===== src/rtl/ps_readout_fifo.sv =====
// PL-to-PS readout FIFO: PL pushes words, software pops one word per request toggle
// through a show-ahead rdata register, with clear toggle and sticky error status.
module ps_readout_fifo #(
  parameter int unsigned AW = 4,
  parameter int unsigned DW = 32
) (
  input  logic          clk,
  input  logic          rst_n,
  input  logic          wr_en,
  input  logic [DW-1:0] wr_data,
  output logic          full,
  input  logic [31:0]   ctl,
  output logic [DW-1:0] rdata,
  output logic [31:0]   status
);

  localparam int unsigned Depth  = 2 ** AW;
  localparam logic [AW:0] PtrOne = {{AW{1'b0}}, 1'b1};

  typedef enum logic [1:0] {
    StIdle,
    StLoad,
    StAck,
    StClear
  } state_e;

  state_e state_q, state_d;

  logic [DW-1:0] mem [Depth];

  logic [AW:0]   wr_ptr_q, wr_ptr_d;
  logic [AW:0]   rd_ptr_q, rd_ptr_d;
  logic [DW-1:0] rdata_q, rdata_d;
  logic          valid_q, valid_d;
  logic          ack_q, ack_d;
  logic          ovf_q, ovf_d;
  logic          udf_q, udf_d;
  logic          full_q, full_d;
  logic [7:0]    drop_q, drop_d;
  logic [1:0]    ctl_q;
  logic          req_seen_q, req_seen_d;
  logic          clr_seen_q, clr_seen_d;

  logic          in_clear;
  logic          pop;
  logic          accept;
  logic          drop;
  logic [AW:0]   fill;
  logic [AW+1:0] count;

  logic          unused_ctl;
  assign unused_ctl = ^ctl[31:2];

  assign in_clear = (state_q == StClear);
  assign pop      = (state_q == StLoad);
  // A refill in the same cycle frees a slot, so a write at full is still taken.
  assign accept   = wr_en && !in_clear && (!full_q || pop);
  assign drop     = wr_en && !in_clear && !accept;

  assign fill  = wr_ptr_q - rd_ptr_q;
  assign count = {1'b0, fill} + {{(AW + 1){1'b0}}, valid_q};

  always_comb begin
    state_d    = state_q;
    wr_ptr_d   = wr_ptr_q;
    rd_ptr_d   = rd_ptr_q;
    rdata_d    = rdata_q;
    valid_d    = valid_q;
    ack_d      = ack_q;
    ovf_d      = ovf_q;
    udf_d      = udf_q;
    drop_d     = drop_q;
    req_seen_d = req_seen_q;
    clr_seen_d = clr_seen_q;

    if (accept) begin
      wr_ptr_d = wr_ptr_q + PtrOne;
    end
    if (drop) begin
      ovf_d = 1'b1;
      if (drop_q != 8'hff) begin
        drop_d = drop_q + 8'd1;
      end
    end

    case (state_q)
      StIdle: begin
        if (ctl_q[1] != clr_seen_q) begin
          state_d = StClear;
        end else if (ctl_q[0] != req_seen_q) begin
          state_d = StAck;
        end else if (!valid_q && (wr_ptr_d != rd_ptr_q)) begin
          // Looking at the next write pointer lets a fresh push load one cycle sooner.
          state_d = StLoad;
        end
      end
      StLoad: begin
        rdata_d  = mem[rd_ptr_q[AW-1:0]];
        rd_ptr_d = rd_ptr_q + PtrOne;
        valid_d  = 1'b1;
        state_d  = StIdle;
      end
      StAck: begin
        req_seen_d = ctl_q[0];
        if (valid_q) begin
          valid_d = 1'b0;
        end else begin
          udf_d = 1'b1;
        end
        ack_d   = ctl_q[0];
        state_d = StIdle;
      end
      StClear: begin
        wr_ptr_d   = '0;
        rd_ptr_d   = '0;
        valid_d    = 1'b0;
        rdata_d    = '0;
        ovf_d      = 1'b0;
        udf_d      = 1'b0;
        drop_d     = 8'd0;
        clr_seen_d = ctl_q[1];
        // A request still pending is answered by the next ACK, not here.
        ack_d      = req_seen_q;
        state_d    = StIdle;
      end
      default: state_d = StIdle;
    endcase

    full_d = (wr_ptr_d[AW] != rd_ptr_d[AW]) && (wr_ptr_d[AW-1:0] == rd_ptr_d[AW-1:0]);
  end

  always_ff @(posedge clk or negedge rst_n) begin
    if (!rst_n) begin
      state_q    <= StIdle;
      wr_ptr_q   <= '0;
      rd_ptr_q   <= '0;
      rdata_q    <= '0;
      valid_q    <= 1'b0;
      ack_q      <= 1'b0;
      ovf_q      <= 1'b0;
      udf_q      <= 1'b0;
      full_q     <= 1'b0;
      drop_q     <= 8'd0;
      ctl_q      <= 2'b00;
      req_seen_q <= 1'b0;
      clr_seen_q <= 1'b0;
    end else begin
      state_q    <= state_d;
      wr_ptr_q   <= wr_ptr_d;
      rd_ptr_q   <= rd_ptr_d;
      rdata_q    <= rdata_d;
      valid_q    <= valid_d;
      ack_q      <= ack_d;
      ovf_q      <= ovf_d;
      udf_q      <= udf_d;
      full_q     <= full_d;
      drop_q     <= drop_d;
      ctl_q      <= ctl[1:0];
      req_seen_q <= req_seen_d;
      clr_seen_q <= clr_seen_d;
    end
  end

  always_ff @(posedge clk) begin
    if (accept) begin
      mem[wr_ptr_q[AW-1:0]] <= wr_data;
    end
  end

  always_comb begin
    status        = '0;
    status[0]     = ack_q;
    status[1]     = valid_q;
    status[2]     = ovf_q;
    status[3]     = udf_q;
    status[4]     = full_q;
    status[12:8]  = 5'(count);
    status[23:16] = drop_q;
  end

  assign full  = full_q;
  assign rdata = rdata_q;

endmodule

===== config.mk =====
export PLATFORM = sky130hd
export DESIGN_NAME = ps_readout_fifo
export DESIGN_NICKNAME = d
export VERILOG_FILES = /design/src/rtl/ps_readout_fifo.sv
export SDC_FILE = /design/constraint.sdc
export NUM_CORES = 1
export LEC_CHECK = 0
export CORE_AREA = 3 3 242 244
export DETAILED_ROUTE_END_ITERATION = 16
export DIE_AREA = 0 0 245 247
export GPL_TIMING_DRIVEN = 0
export MAX_ROUTING_LAYER = met4
export PLACE_DENSITY = 0.68
export SLEW_MARGIN = 15
export SYNTH_ARGS = -nofsm -noshare
export SYNTH_HDL_FRONTEND = slang
export SYNTH_SLANG_ARGS = --single-unit

===== constraint.sdc =====
create_clock -name clk -period 11.32 [get_ports clk]
set_input_delay 2.83 -clock clk [delete_from_list [all_inputs] [get_ports clk]]
set_output_delay 2.83 -clock clk [all_outputs]
set_load 0.1 [all_outputs]

==> metrics.md <==
| Metric | Value |
|---|---|
| Y dimension of the die | 247 um |
| Hold slack final | 0.4830 ns |
| Critical Path, Cell by Cell | clkbuf_1 -> clkbuf_1 -> buf_2 -> inv_1 -> ha_1 -> fa_1 -> a21o_1 -> a21oi_1 -> xnor2_1 -> clkdlybuf4s50_1 |
| Via-to-Cell Ratio | 5.361 |
| HPWL after detailed placement | 34,710 um |
| TritonCTS clock tree | done |
| Initial antenna violation count | 4 |
| First-pass GRT wire length | 76,950 um |
| Endpoints failing hold | 0 |
| Layout area overhead | 19.23% |
| Number of synthesized register bits | 573 |
| Maximum number of pins on one net before global-route repair | 39 |
| Die Width | 245 um |
| Final Slew Violations | 0 |
| Sort of element at the end of the critical path | primary output |
| Leakage dissipation | 8.949 nW |
| Sinks on Clock Net | 573 |
| Tmin final | 7.490 ns |
| DRC | 0 |
| Actual transition at the worst max-transition pin | 1.100 ns |
| Overall Power | 7.164 mW |
| Cell Area, Synth | 0.02250 sq mm |
| Share of post-route cells with drive strength above 1 | 0.2882 |
| Total of buffers placed on input and output ports | 87 |
| Number of levels in the clock H-tree | 2 |
| Power per unit of standard cell area | 267.1 mW/mm^2 |
| Final cell count without fillers | 2,075 |
| Fraction of synthesis flops using an asynchronous set or reset pin | 0.1065 |
| CTS root buf | sky130_fd_sc_hd__clkbuf_16 |
| Source of the worst hold timing path | ovf_q |
| GRT busiest layer | met2 |
| Setup violators final | 0 |
| Hold path endpoint | ovf_q |
| Core box area | 0.05650 sq mm |
| Routing usage on met3 | 0.03296 |
| Maximum root-to-sink buffer count | 3 |
| Number of cells on the worst reg-to-reg path | 7 |
| Inserted Clock Buffers | 56 |
| Cell count after placement | 1,965 |
| Floorplan die area | 0.06052 sq mm |
| Nets | 1,349 |
| Maximum frequency from static timing analysis | 133.5 MHz |
| Most repeated library cell on the critical path | sky130_fd_sc_hd__clkbuf_1 |
| Worst setup SP type | flop |
| Max Cap Viol | 0 |
| Total Wirelength | 51,010 um |
| Total routing resource utilization after global routing | 0.1779 |
| Post-Route Setup TNS | 0 ns |
| Reg clk slew, reported paths | 0.06 ns |
| Clock Skew | 0.01623 ns |
| Class of the tightest hold or removal check | flop to flop |
| Post-Syn Area per Cell | 21.93 sq um |
| Number of distinct library cell variants in the gate-level netlist after synthesis | 54 |
| Count of cells resized by post-cts repair | 0 |
| Met1 Usage GRT | 0.2470 |
| RSZ-0062 raised after global routing | false |
| Setup slack, reg-to-reg | 7.98 ns |
| Result of the run | finished, final reports clean |
| Placer congestion estimate | 0.8466 |
| Gate count after technology mapping | 1,026 |
| Share of the cycle needed by the critical path after routing | 0.6616 |
| Worst VDD drop | 704.6 uV |
| Number of buffers inserted by hold repair at cts | 0 |
| Filler cell count | 4,593 |
| Remaining number of nets flagged by the antenna check after routing | 0 |
| Most instantiated flip-flop cell in the synthesis netlist | sky130_fd_sc_hd__edfxtp_1 |
| Arrival time of the worst setup path | 4.66 ns |
| Number of global-route vias before repair | 11,530 |
| Initial DRC Count | 1,180 |
| Count of vias placed by the detailed router | 11,120 |
| Average routed wire per standard cell | 24.58 um |
| Global Route met2 Usage | 0.2730 |
| FP Rows | 87 |
| 1st-pass router iterations | 5 |
| Delay of the slowest cell on the worst path | 1.15 ns |
| Portion of the post-synthesis area used by sequential elements | 0.7513 |
| Crit-path slowest cell | sky130_fd_sc_hd__clkdlybuf4s50_1 |
| Slew margin rel. | 0.2667 |
| Post-CTS Setup Repair Bufs | 0 |
| YS warnings | 0 |
| Effective utilization at floorplan | 0.3982 |
| Boundary Pins | 132 |
| Highest fanout seen on the critical path | 10 |
| Global route overflow | 0 |
| Worst hold path cell count | 2 |
| Source-to-sink clock delay at the later pin of the worst-skew pair | 0.61 ns |
| R2r endpoint | mem[6][4] |
| Critical path type | flop to primary output |
| R2r startpoint | wr_ptr_q[2] |
| CP required | 8.49 ns |
| Count of flip-flops with a built-in enable after synthesis | 512 |
-- power by group --
part	internal (mW)	total, mW	leakage (nW)	switching (mW)
Combinational	1.02	2.75	2.69	1.73
Sequential	2.54	2.64	5.41	0.0914
Clock	0.992	1.78	0.852	0.791
-- worst max-delay path, delay by kind of cell (launching register included) --
kind	cells	cell delay [ns]
xor+xnor	1	0.13
compound gates	2	0.34
flops	1	0.42
buf+inv	5	2.41
fa+ha+maj	2	0.76
-- worst max-delay path by stage --
| stage | start | slack [ns] | end |
|---|---|---|---|
| floorplan | wr_en | 4.47 | mem[0][0] |
| global placement | wr_en | -0.17 | mem[9][4] |
| detailed placement | rd_ptr_q[1] | 4.45 | status[12] |
| CTS | rd_ptr_q[1] | 3.79 | status[12] |
| global route | rd_ptr_q[1] | 3.59 | status[12] |
| finish | rd_ptr_q[1] | 3.83 | status[12] |
-- registers in the layout, summed over array words and instances (netlist names) --
name	flops
wr_ptr_q	5
mem	512
clr_seen_q	1
udf_q	1
valid_q	1
full	1
rdata	32
drop_q	8
ctl_q	2
rd_ptr_q	5
req_seen_q	1
state_q	2
ovf_q	1
ack_q	1
-- layout make-up --
| cell class | instances | area, sq um | share of cell area |
|---|---|---|---|
| timing repair buffer | 170 | 1468 | 0.05472 |
| tap | 756 | 945.9 | 0.03527 |
| antenna | 4 | 10.01 | 0.0003732 |
| sequential | 573 | 16900 | 0.6302 |
| inverter | 14 | 52.55 | 0.001959 |
| buffer | 74 | 437.9 | 0.01633 |
| multi-input combinational | 378 | 5248 | 0.1957 |
| clock buffer | 81 | 1567 | 0.05841 |
| clock inverter | 25 | 191.4 | 0.007138 |
-- cells in the mapped netlist, types with 4 or more instances --
| library cell | number | area share |
|---|---|---|
| sky130_fd_sc_hd__xnor2_1 | 13 | 0.0051 |
| sky130_fd_sc_hd__mux4_2 | 161 | 0.16 |
| sky130_fd_sc_hd__edfxtp_1 | 512 | 0.68 |
| sky130_fd_sc_hd__nand2_1 | 17 | 0.0028 |
| sky130_fd_sc_hd__buf_4 | 19 | 0.0063 |
| sky130_fd_sc_hd__o21ai_0 | 4 | 0.00089 |
| sky130_fd_sc_hd__nor3_1 | 11 | 0.0024 |
| sky130_fd_sc_hd__and2_1 | 5 | 0.0014 |
| sky130_fd_sc_hd__a21oi_1 | 7 | 0.0016 |
| sky130_fd_sc_hd__nand4_1 | 6 | 0.0017 |
| sky130_fd_sc_hd__buf_6 | 11 | 0.0055 |
| sky130_fd_sc_hd__inv_1 | 12 | 0.0020 |
| sky130_fd_sc_hd__nor4_1 | 9 | 0.0025 |
| sky130_fd_sc_hd__buf_2 | 5 | 0.0011 |
| sky130_fd_sc_hd__ha_1 | 14 | 0.0078 |
| sky130_fd_sc_hd__xor2_1 | 9 | 0.0035 |
| sky130_fd_sc_hd__clkbuf_1 | 36 | 0.0060 |
| sky130_fd_sc_hd__a22o_1 | 33 | 0.013 |
| sky130_fd_sc_hd__nor2_1 | 24 | 0.0040 |
| sky130_fd_sc_hd__dfrtp_1 | 61 | 0.068 |
| sky130_fd_sc_hd__mux2i_1 | 6 | 0.0027 |
-- cells by family (layout without fill, tap and decap cells) --
group                    Yosys count  after routing  share of synthesized area
AO/OA/AOI/OAI                     67             67                    0.02314
multiplexers                     169            169                     0.1649
other                              1             18                  0.0001667
flip-flops                       573            573                     0.7513
AND/OR/NAND/NOR                   90             90                    0.02047
buffers and inverters             88            364                    0.02180
adder cells (fa/ha/maj)           15             15                   0.008677
XOR/XNOR                          23             23                   0.009567
-- routing by layer --
metal  routed length (um)  up-vias
li1                     -     4752
met1                22270     5871
met2                24180      428
met3                 3442       73
met4                 1111        0
met5                    0        -
-- layout by cell type, fill, tap and decap left out, drive strengths merged, types with 17 or more instances in the layout --
cell           count
clkdlybuf4s50     86
buf              122
mux4             161
nand2             17
edfxtp           512
clkinv            18
a22o              33
nor2              24
inv               17
clkbuf           117
dfrtp             61
-- per-stage QoR --
step | instance area, sq um | utilization | setup WS [ns]
after floorplan | 22540 | - | 4.467
after global placement | 24360 | 0.4312 | -0.1683
after detailed placement | 25050 | 0.4434 | 4.453
after CTS | 26810 | 0.4746 | 3.786
after global routing | 26820 | 0.4747 | 3.593
final | 26820 | 0.4747 | 3.830
(Power assumes the default switching activity.)
